$ cat config.mk
export PLATFORM = sky130hd
export DESIGN_NAME = gate_buffer_core
export DESIGN_NICKNAME = d
export VERILOG_FILES = /design/src/rtl/gate_buffer_core.sv
export SDC_FILE = /design/constraint.sdc
export NUM_CORES = 1
export LEC_CHECK = 0
export ABC_AREA = 1
export CORE_ASPECT_RATIO = 1.4
export CORE_MARGIN = 5
export CORE_UTILIZATION = 50
export CTS_BUF_LIST = sky130_fd_sc_hd__clkbuf_4 sky130_fd_sc_hd__clkbuf_8
export DETAILED_ROUTE_END_ITERATION = 8
export PLACE_DENSITY = 0.89
export SYNTH_ARGS = -nofsm -noshare
export SYNTH_HDL_FRONTEND = slang
export SYNTH_SLANG_ARGS = --single-unit
$ cat constraint.sdc
create_clock -name i_clock -period 2.3 [get_ports i_clock]
set_clock_uncertainty 0.05 [all_clocks]
set_input_delay 0.46 -clock i_clock [delete_from_list [all_inputs] [get_ports i_clock]]
set_output_delay 0.46 -clock i_clock [all_outputs]
set_load 0.01 [all_outputs]
$ cat src/rtl/gate_buffer_core.sv
// gate_buffer_core: track/hold sample gate with registered gate-edge pulses
// and a saturating count of consecutive hold cycles. Every output comes
// straight from a flip-flop.
module gate_buffer_core #(
  parameter int DATA_SIZE  = 14,
  parameter int COUNT_SIZE = 16
) (
  input  logic                  i_clock,
  input  logic                  i_reset,
  input  logic [DATA_SIZE-1:0]  i_data,
  input  logic                  i_gate,
  output logic [DATA_SIZE-1:0]  o_data,
  output logic                  o_valid,
  output logic                  o_gate_rise,
  output logic                  o_gate_fall,
  output logic [COUNT_SIZE-1:0] o_hold_count
);

  localparam logic [COUNT_SIZE-1:0] CNT_MAX = {COUNT_SIZE{1'b1}};
  localparam logic [COUNT_SIZE-1:0] CNT_ONE = {{(COUNT_SIZE-1){1'b0}}, 1'b1};

  logic [DATA_SIZE-1:0]  data_q, data_d;
  logic                  valid_q, valid_d;
  logic                  gate_q, gate_d;
  logic                  rise_q, rise_d;
  logic                  fall_q, fall_d;
  logic [COUNT_SIZE-1:0] cnt_q, cnt_d;

  // Next-state: capture while gate is high, hold otherwise; edges are
  // judged between the incoming gate and its registered copy.
  always_comb begin
    data_d  = data_q;
    valid_d = valid_q;
    cnt_d   = cnt_q;
    gate_d  = i_gate;
    rise_d  = i_gate & ~gate_q;
    fall_d  = ~i_gate & gate_q;
    if (i_gate) begin
      data_d  = i_data;
      valid_d = 1'b1;
      cnt_d   = {COUNT_SIZE{1'b0}};
    end else begin
      if (cnt_q != CNT_MAX) begin
        cnt_d = cnt_q + CNT_ONE;
      end else begin
        cnt_d = cnt_q;
      end
    end
  end

  // State registers with synchronous active-low reset taking priority.
  always_ff @(posedge i_clock) begin
    if (!i_reset) begin
      data_q  <= {DATA_SIZE{1'b0}};
      valid_q <= 1'b0;
      gate_q  <= 1'b0;
      rise_q  <= 1'b0;
      fall_q  <= 1'b0;
      cnt_q   <= {COUNT_SIZE{1'b0}};
    end else begin
      data_q  <= data_d;
      valid_q <= valid_d;
      gate_q  <= gate_d;
      rise_q  <= rise_d;
      fall_q  <= fall_d;
      cnt_q   <= cnt_d;
    end
  end

  assign o_data       = data_q;
  assign o_valid      = valid_q;
  assign o_gate_rise  = rise_q;
  assign o_gate_fall  = fall_q;
  assign o_hold_count = cnt_q;

endmodule

==> results of run 1 <==
[logic make-up (layout without fill, tap and decap cells)]
family / Yosys count / after routing / synth area share (%)
simple gates: 86 / 86 / 27.1
fa+ha+maj: 1 / 1 / 0.872
compound gates: 27 / 27 / 13.7
flops: 34 / 34 / 47.5
xor+xnor: 3 / 3 / 1.83
buf+inv: 30 / 85 / 9.07
[layout by cell type (no fill, tap or decap), types with 3 or more instances in the layout]
cell and n:
clkdlybuf4s50_1 49, dfxtp_1 34, nand2_1 33, inv_1 26, nor2_1 25, a22o_1 14
nand3_1 11, o21ai_0 8, clkbuf_8 6, nand2_2 4, nand4_1 4, a31oi_1 4
nor2_2 3, nand3_2 3
[report_power, final]
group	internal, mW	total [mW]	switching (mW)
Sequential	0.609	0.622	0.0128
Combinational	0.0702	0.112	0.0419
Clock	0.253	0.473	0.220
Total	0.932	1.21	0.275
[cell type report]
class | instances | area (um^2)
fill | 242 | 772
sequential | 34 | 681
multi-input combinational | 117 | 623
timing repair buffer | 51 | 505
inverter | 26 | 97.6
clock buffer | 7 | 90.1
tap | 37 | 46.3
clock inverter | 1 | 5.00
[per-layer routing]
| layer | global-route usage, % | wire length (um) | share of wire (%) |
|---|---|---|---|
| met5 | 0 | 0 | 0 |
| met4 | 10.3 | 88 | 2.4 |
| met3 | 7.91 | 306 | 8.5 |
| met2 | 35.4 | 1850 | 51 |
| met1 | 18.5 | 1360 | 38 |
[worst min-delay path by stage]
stage	end	depth (start not counted)	slack, ns
2_1_floorplan	o_gate_rise	1	0.34
3_3_place_gp	o_gate_rise	1	0.36
3_5_place_dp	o_gate_rise	1	0.36
4_1_cts	o_gate_rise	1	0.37
5_1_grt	o_gate_rise	1	0.39
6_report	o_gate_rise	1	0.37
[sequential cells by signal, summed over array words and instances (netlist names)]
signal,cells
o_hold_count,16
o_data,14
gate_q,1
o_gate_fall,1
o_gate_rise,1
o_valid,1
[through the flow]
step / setup slack (ns) / util, % / hold WS, ns
after floorplan: 0.844 / - / 0.343
after global placement: 0.590 / 69.3 / 0.359
after detailed placement: 0.545 / 69.3 / 0.364
after CTS: 0.426 / 72.6 / 0.374
after global routing: 0.384 / 72.6 / 0.388
final: 0.450 / 72.6 / 0.367
==> out/metrics.cfg, run 1 <==
[floorplan]
die_height_um = 73.4
dieArea_um2 = 4050
fp.dieW_um = 55.3
num_io_pins = 50
core.rowCount = 23
start_util_pct = 50.8
fp.coreArea_um2 = 2820

[synth]
yosysTopAreaCellShare_pct = 47.5
synth.area.top_cells = dfxtp_1 47%, nand2_1 8.6%, a22o_1 8.6%, inv_1 6.8%, nor2_1 6.5%
synthTopCellsByCount = 34 x dfxtp_1, 33 x nand2_1, 26 x inv_1
synth-edff-count = 0
synthMostInstantiatedCell = dfxtp_1
synth_largest_area_cell = dfxtp_1
ys_ff_latch = 34
avgSynthCellArea_um2 = 7.92
yosysSeqAreaShare_pct = 47.5
yosys_warnings = 0
synth_fp_nets = 199
synthCells = 181
async_flop_share_pct = 0
synth-main-ff-cell = dfxtp_1
synthesis.area_um2 = 1430
ys_types = 20

[place]
dp_hpwl_um = 2600
dp_cells = 265
placement.io_buffers = 49
placed_area_um2 = 1950
place_congestion = 0.869

[global_routing]
grt.overflow.total = 0
groute.usage.overall_pct = 19.4
grt_pass1_wl_um = 6090
grt_max_degree = 16
antenna_found_initial = 0
first_global_vias = 1388

[sta]
hold_violations = 0
fmax_mhz = 540
rsz0062_at_grt = false
max-slew-margin-rel_pct = 71.1
period_needed_ns = 1.85
setup_violations = 0
slew_violations = 0
finalSetupTns_ns = 0
fin_crit_sh_pct = 80.4
max_slew.worst_pin.slew_ns = 0.432

[critical_path]
crit_path_start_kind = register
worst_r2r_endpoint = o_hold_count[0]
crit_fanout = 7
cp.required_ns = 1.79
path_class = register to output pin
path_cells = clkdlybuf4s50_1
cp.arrival_ns = 1.34
cp_num_buf_inv = 1
crit_path_end_kind = output pin
cp-endpoint = o_hold_count[0]
rr_worst_depth = 9
ff2ff_setup_slack_ns = 0.55
slowest_delay_ns = 0.60
critPathTopFamily = buffers and inverters
r2r_start = o_hold_count[0]
startpoint = o_hold_count[0]
slowest_stage = clkdlybuf4s50_1
cp_num_cells = 1

[cts]
path_clk_slew_ns = 0.07
cts_tree = yes
post_cts_resized = 0
postCtsSetupRepairBufs = 0
cts.path.max_buffers = 2
cts-root-buf = clkbuf_8
clkLatencyLatePin_ns = 0.29
htree_levels = 2
cts_hold_buffers = 0
clock-sinks = 34
cts_made_buffers = 5

[routing]
drt-pass1-iter-count = 4
drc = 0
via_per_inst = 5.08
drt_iter0_markers = 21
drt.antenna.violating_nets = 0
vias = 1386
wl_per_cell_um = 13.2
routed_wl_um = 3600

[power_and_ir_drop]
pwr_density_cell_nw_per_um2 = 589
power_mw = 1.21
vdd_drop_max_mv = 0.504
p_leak_nw = 0.840

[hold_path]
min_from = gate_q
hold_class = register to register

[cells_and_area]
diodes = 0
drive_above_1_share_pct = 9.32
fin_area_um2 = 2050
nets = 253
final_cell_count_no_fill = 273
areaGrowthSynthToFinish_pct = 42.8

[job]
drv_cap = 0

[outcome]
outcome = complete, no violations

(Power assumes the default switching activity.)
==> inputs of run 2 (changes only) <==
- CORE_UTILIZATION: 50 -> 42
- PLACE_DENSITY: 0.89 -> 0.8
- clock period: 2.3 -> 1.7 ns (I/O delays scaled with it)
==> run 2 against run 1 <==
- clock power up 31%
- cell count up 2.9%
- via count up 1.7%
- largest cell class unchanged
- critical path type unchanged
- clock-buffer cell count down 1
- largest power group unchanged
- sequential share of layout area down 0.84 points
- highest routed layer unchanged
- critical path depth unchanged
- combinational power up 46%
- die area up 16%
- worst setup slack worse by 0.41 ns
==> out/metrics.cfg, run 2 (synthesis gave the netlist of run 1 again) <==
[outcome]
outcome = complete, no violations  ; unchanged

[cells_and_area]
nets = 258  ; was 253
final_cell_count_no_fill = 281  ; was 273
areaGrowthSynthToFinish_pct = 47.9  ; was 42.8%
fillerInstances = 294  ; was 242
most-common-layout-cells = 46 x clkdlybuf4s50_1, 33 x nand2_1, 29 x dfxtp_1, 25 x nor2_1, 25 x inv_1  ; was 49 x clkdlybuf4s50_1, 34 x dfxtp_1, 33 x nand2_1, 26 x inv_1, 25 x nor2_1
post-route-util_pct = 63.4  ; was 72.6%
largest_reg_flops = 16  ; unchanged
diodes = 0  ; unchanged
fin_area_um2 = 2120  ; was 2050 um^2
drive_above_1_share_pct = 13.7  ; was 9.32%
layout.cells.most_common = clkdlybuf4s50_1  ; unchanged

[routing]
routed_wl_um = 3560  ; was 3600 um
drc = 0  ; unchanged
via_per_inst = 5.01  ; was 5.08
drt.antenna.violating_nets = 0  ; unchanged
drt-pass1-iter-count = 4  ; unchanged
drt_iter0_markers = 45  ; was 21
wl_met2_um = 1890  ; was 1850 um
dr_wl_met3_um = 286  ; was 306 um
vias = 1409  ; was 1386
top_layer = met4  ; unchanged
met1Wirelength_um = 1330  ; was 1360 um
wl_per_cell_um = 12.7  ; was 13.2 um

[floorplan]
fp.coreArea_um2 = 3350  ; was 2820 um^2
dieArea_um2 = 4700  ; was 4050 um^2
die_height_um = 79.1  ; was 73.4 um
start_util_pct = 42.8  ; was 50.8%
num_io_pins = 50  ; unchanged
fp.dieW_um = 59.4  ; was 55.3 um
core.rowCount = 25  ; was 23

[critical_path]
cp.arrival_ns = 1.27  ; was 1.34 ns
cp_num_buf_inv = 1  ; unchanged
cp.required_ns = 1.31  ; was 1.79 ns
crit_fanout = 5  ; was 7
slowest_delay_ns = 0.57  ; was 0.60 ns
path_cells = clkdlybuf4s50_1  ; unchanged
path_class = register to output pin  ; unchanged
slowest_stage = clkdlybuf4s50_1  ; unchanged
critPathTopFamily = buffers and inverters  ; unchanged
crit_path_start_kind = register  ; unchanged
crit_path_end_kind = output pin  ; unchanged

[hold_path]
hold_class = register to register  ; unchanged

[sta]
rsz0062_at_grt = false  ; unchanged
period_needed_ns = 1.66
setup_violations = 0  ; unchanged
hold_violations = 0  ; unchanged
finalSetupTns_ns = 0  ; unchanged
slew_violations = 0  ; unchanged
holdWs_ns = 0.368  ; was 0.367 ns
fmax_mhz = 603
worst_slack_ns = 0.0419  ; was 0.450 ns
max_slew.worst_pin.slew_ns = 0.578  ; was 0.432 ns
fin_crit_sh_pct = 97.5
max-slew-margin-rel_pct = 61.2  ; was 71.1%

[power_and_ir_drop]
p_leak_nw = 0.917  ; was 0.840 nW
power_mw = 1.62  ; was 1.21 mW
pwr_density_cell_nw_per_um2 = 764  ; was 589 nW/um^2
vdd_drop_max_mv = 0.706  ; was 0.504 mV

[job]
drv_cap = 0  ; unchanged

[cts]
cts.path.max_buffers = 2  ; unchanged
clock-sinks = 34  ; unchanged
cts_tree = yes  ; unchanged
cts-root-buf = clkbuf_8  ; unchanged
postCtsSetupRepairBufs = 0  ; unchanged
path_clk_slew_ns = 0.07  ; about the same
clkLatencyLatePin_ns = 0.29  ; about the same
htree_levels = 2  ; unchanged
cts_made_buffers = 5  ; unchanged

[place]
placed_area_um2 = 2000  ; was 1950 um^2
place_congestion = 0.848  ; was 0.869
pre_cts_slack_ns = 0.0857  ; was 0.545 ns
dp_hpwl_um = 2680  ; was 2600 um
placement.io_buffers = 49  ; unchanged
dp_cells = 272  ; was 265

[global_routing]
antenna_found_initial = 0  ; unchanged
first_global_vias = 1448  ; was 1388
grt_pass1_wl_um = 6090  ; about the same
groute.usage.overall_pct = 16.8  ; was 19.4%
grt.overflow.total = 0  ; unchanged
grt_max_degree = 16  ; unchanged

## run 2: cell types whose count changed in the layout (fill, tap and decap cells not counted), sizes merged
cell and change:
dlymetal6s2s +2, dlygate4sd2 +1, buf +4, nand2 +1
clkdlybuf4s50 -3, clkbuf -1, clkinvlp +1
## run 2: worst paths after layout
| check | start | endpoint | slack, ns | cells past startpoint |
|---|---|---|---|---|
| hold / removal | gate_q | o_gate_rise | 0.37 | 1 |
| setup / recovery | o_hold_count[13] | o_hold_count[13] | 0.04 | 1 |
| setup reg to reg | o_hold_count[13] | o_hold_count[14] | 0.18 | 6 |
| hold reg to reg | gate_q | o_gate_rise | 0.37 | 1 |
## run 2: layout make-up
type                            count  area (um^2)  share of cell area [%]
Sequential cell                    34          687                    32.4
Multi-Input combinational cell    118          639                    30.1
Timing Repair Buffer               55          552                    26.0
Inverter                           26         97.6                    4.60
Clock buffer                        6         82.6                    3.89
Tap cell                           40         50.0                    2.36
Clock inverter                      2         12.5                   0.590
## run 2: power by group
| group | switching (mW) | total, mW | internal [mW] |
|---|---|---|---|
| Clock | 0.294 | 0.619 | 0.325 |
| Sequential | 0.0139 | 0.837 | 0.824 |
| Combinational | 0.0606 | 0.163 | 0.103 |
## run 2: routing by layer
layer	global-route usage, %	vias to the layer above
li1	-	708
met2	29.9	37
met3	7.32	6
met5	0	-
met4	6.12	0
met1	16.7	658
## run 2: timing repair
item / 4_1_cts / 5_1_grt
cloned: 0 / 1
endpoints found under the setup margin: 3 / 12
hold buffers: 0 / 0
resized for setup: 3 / 9
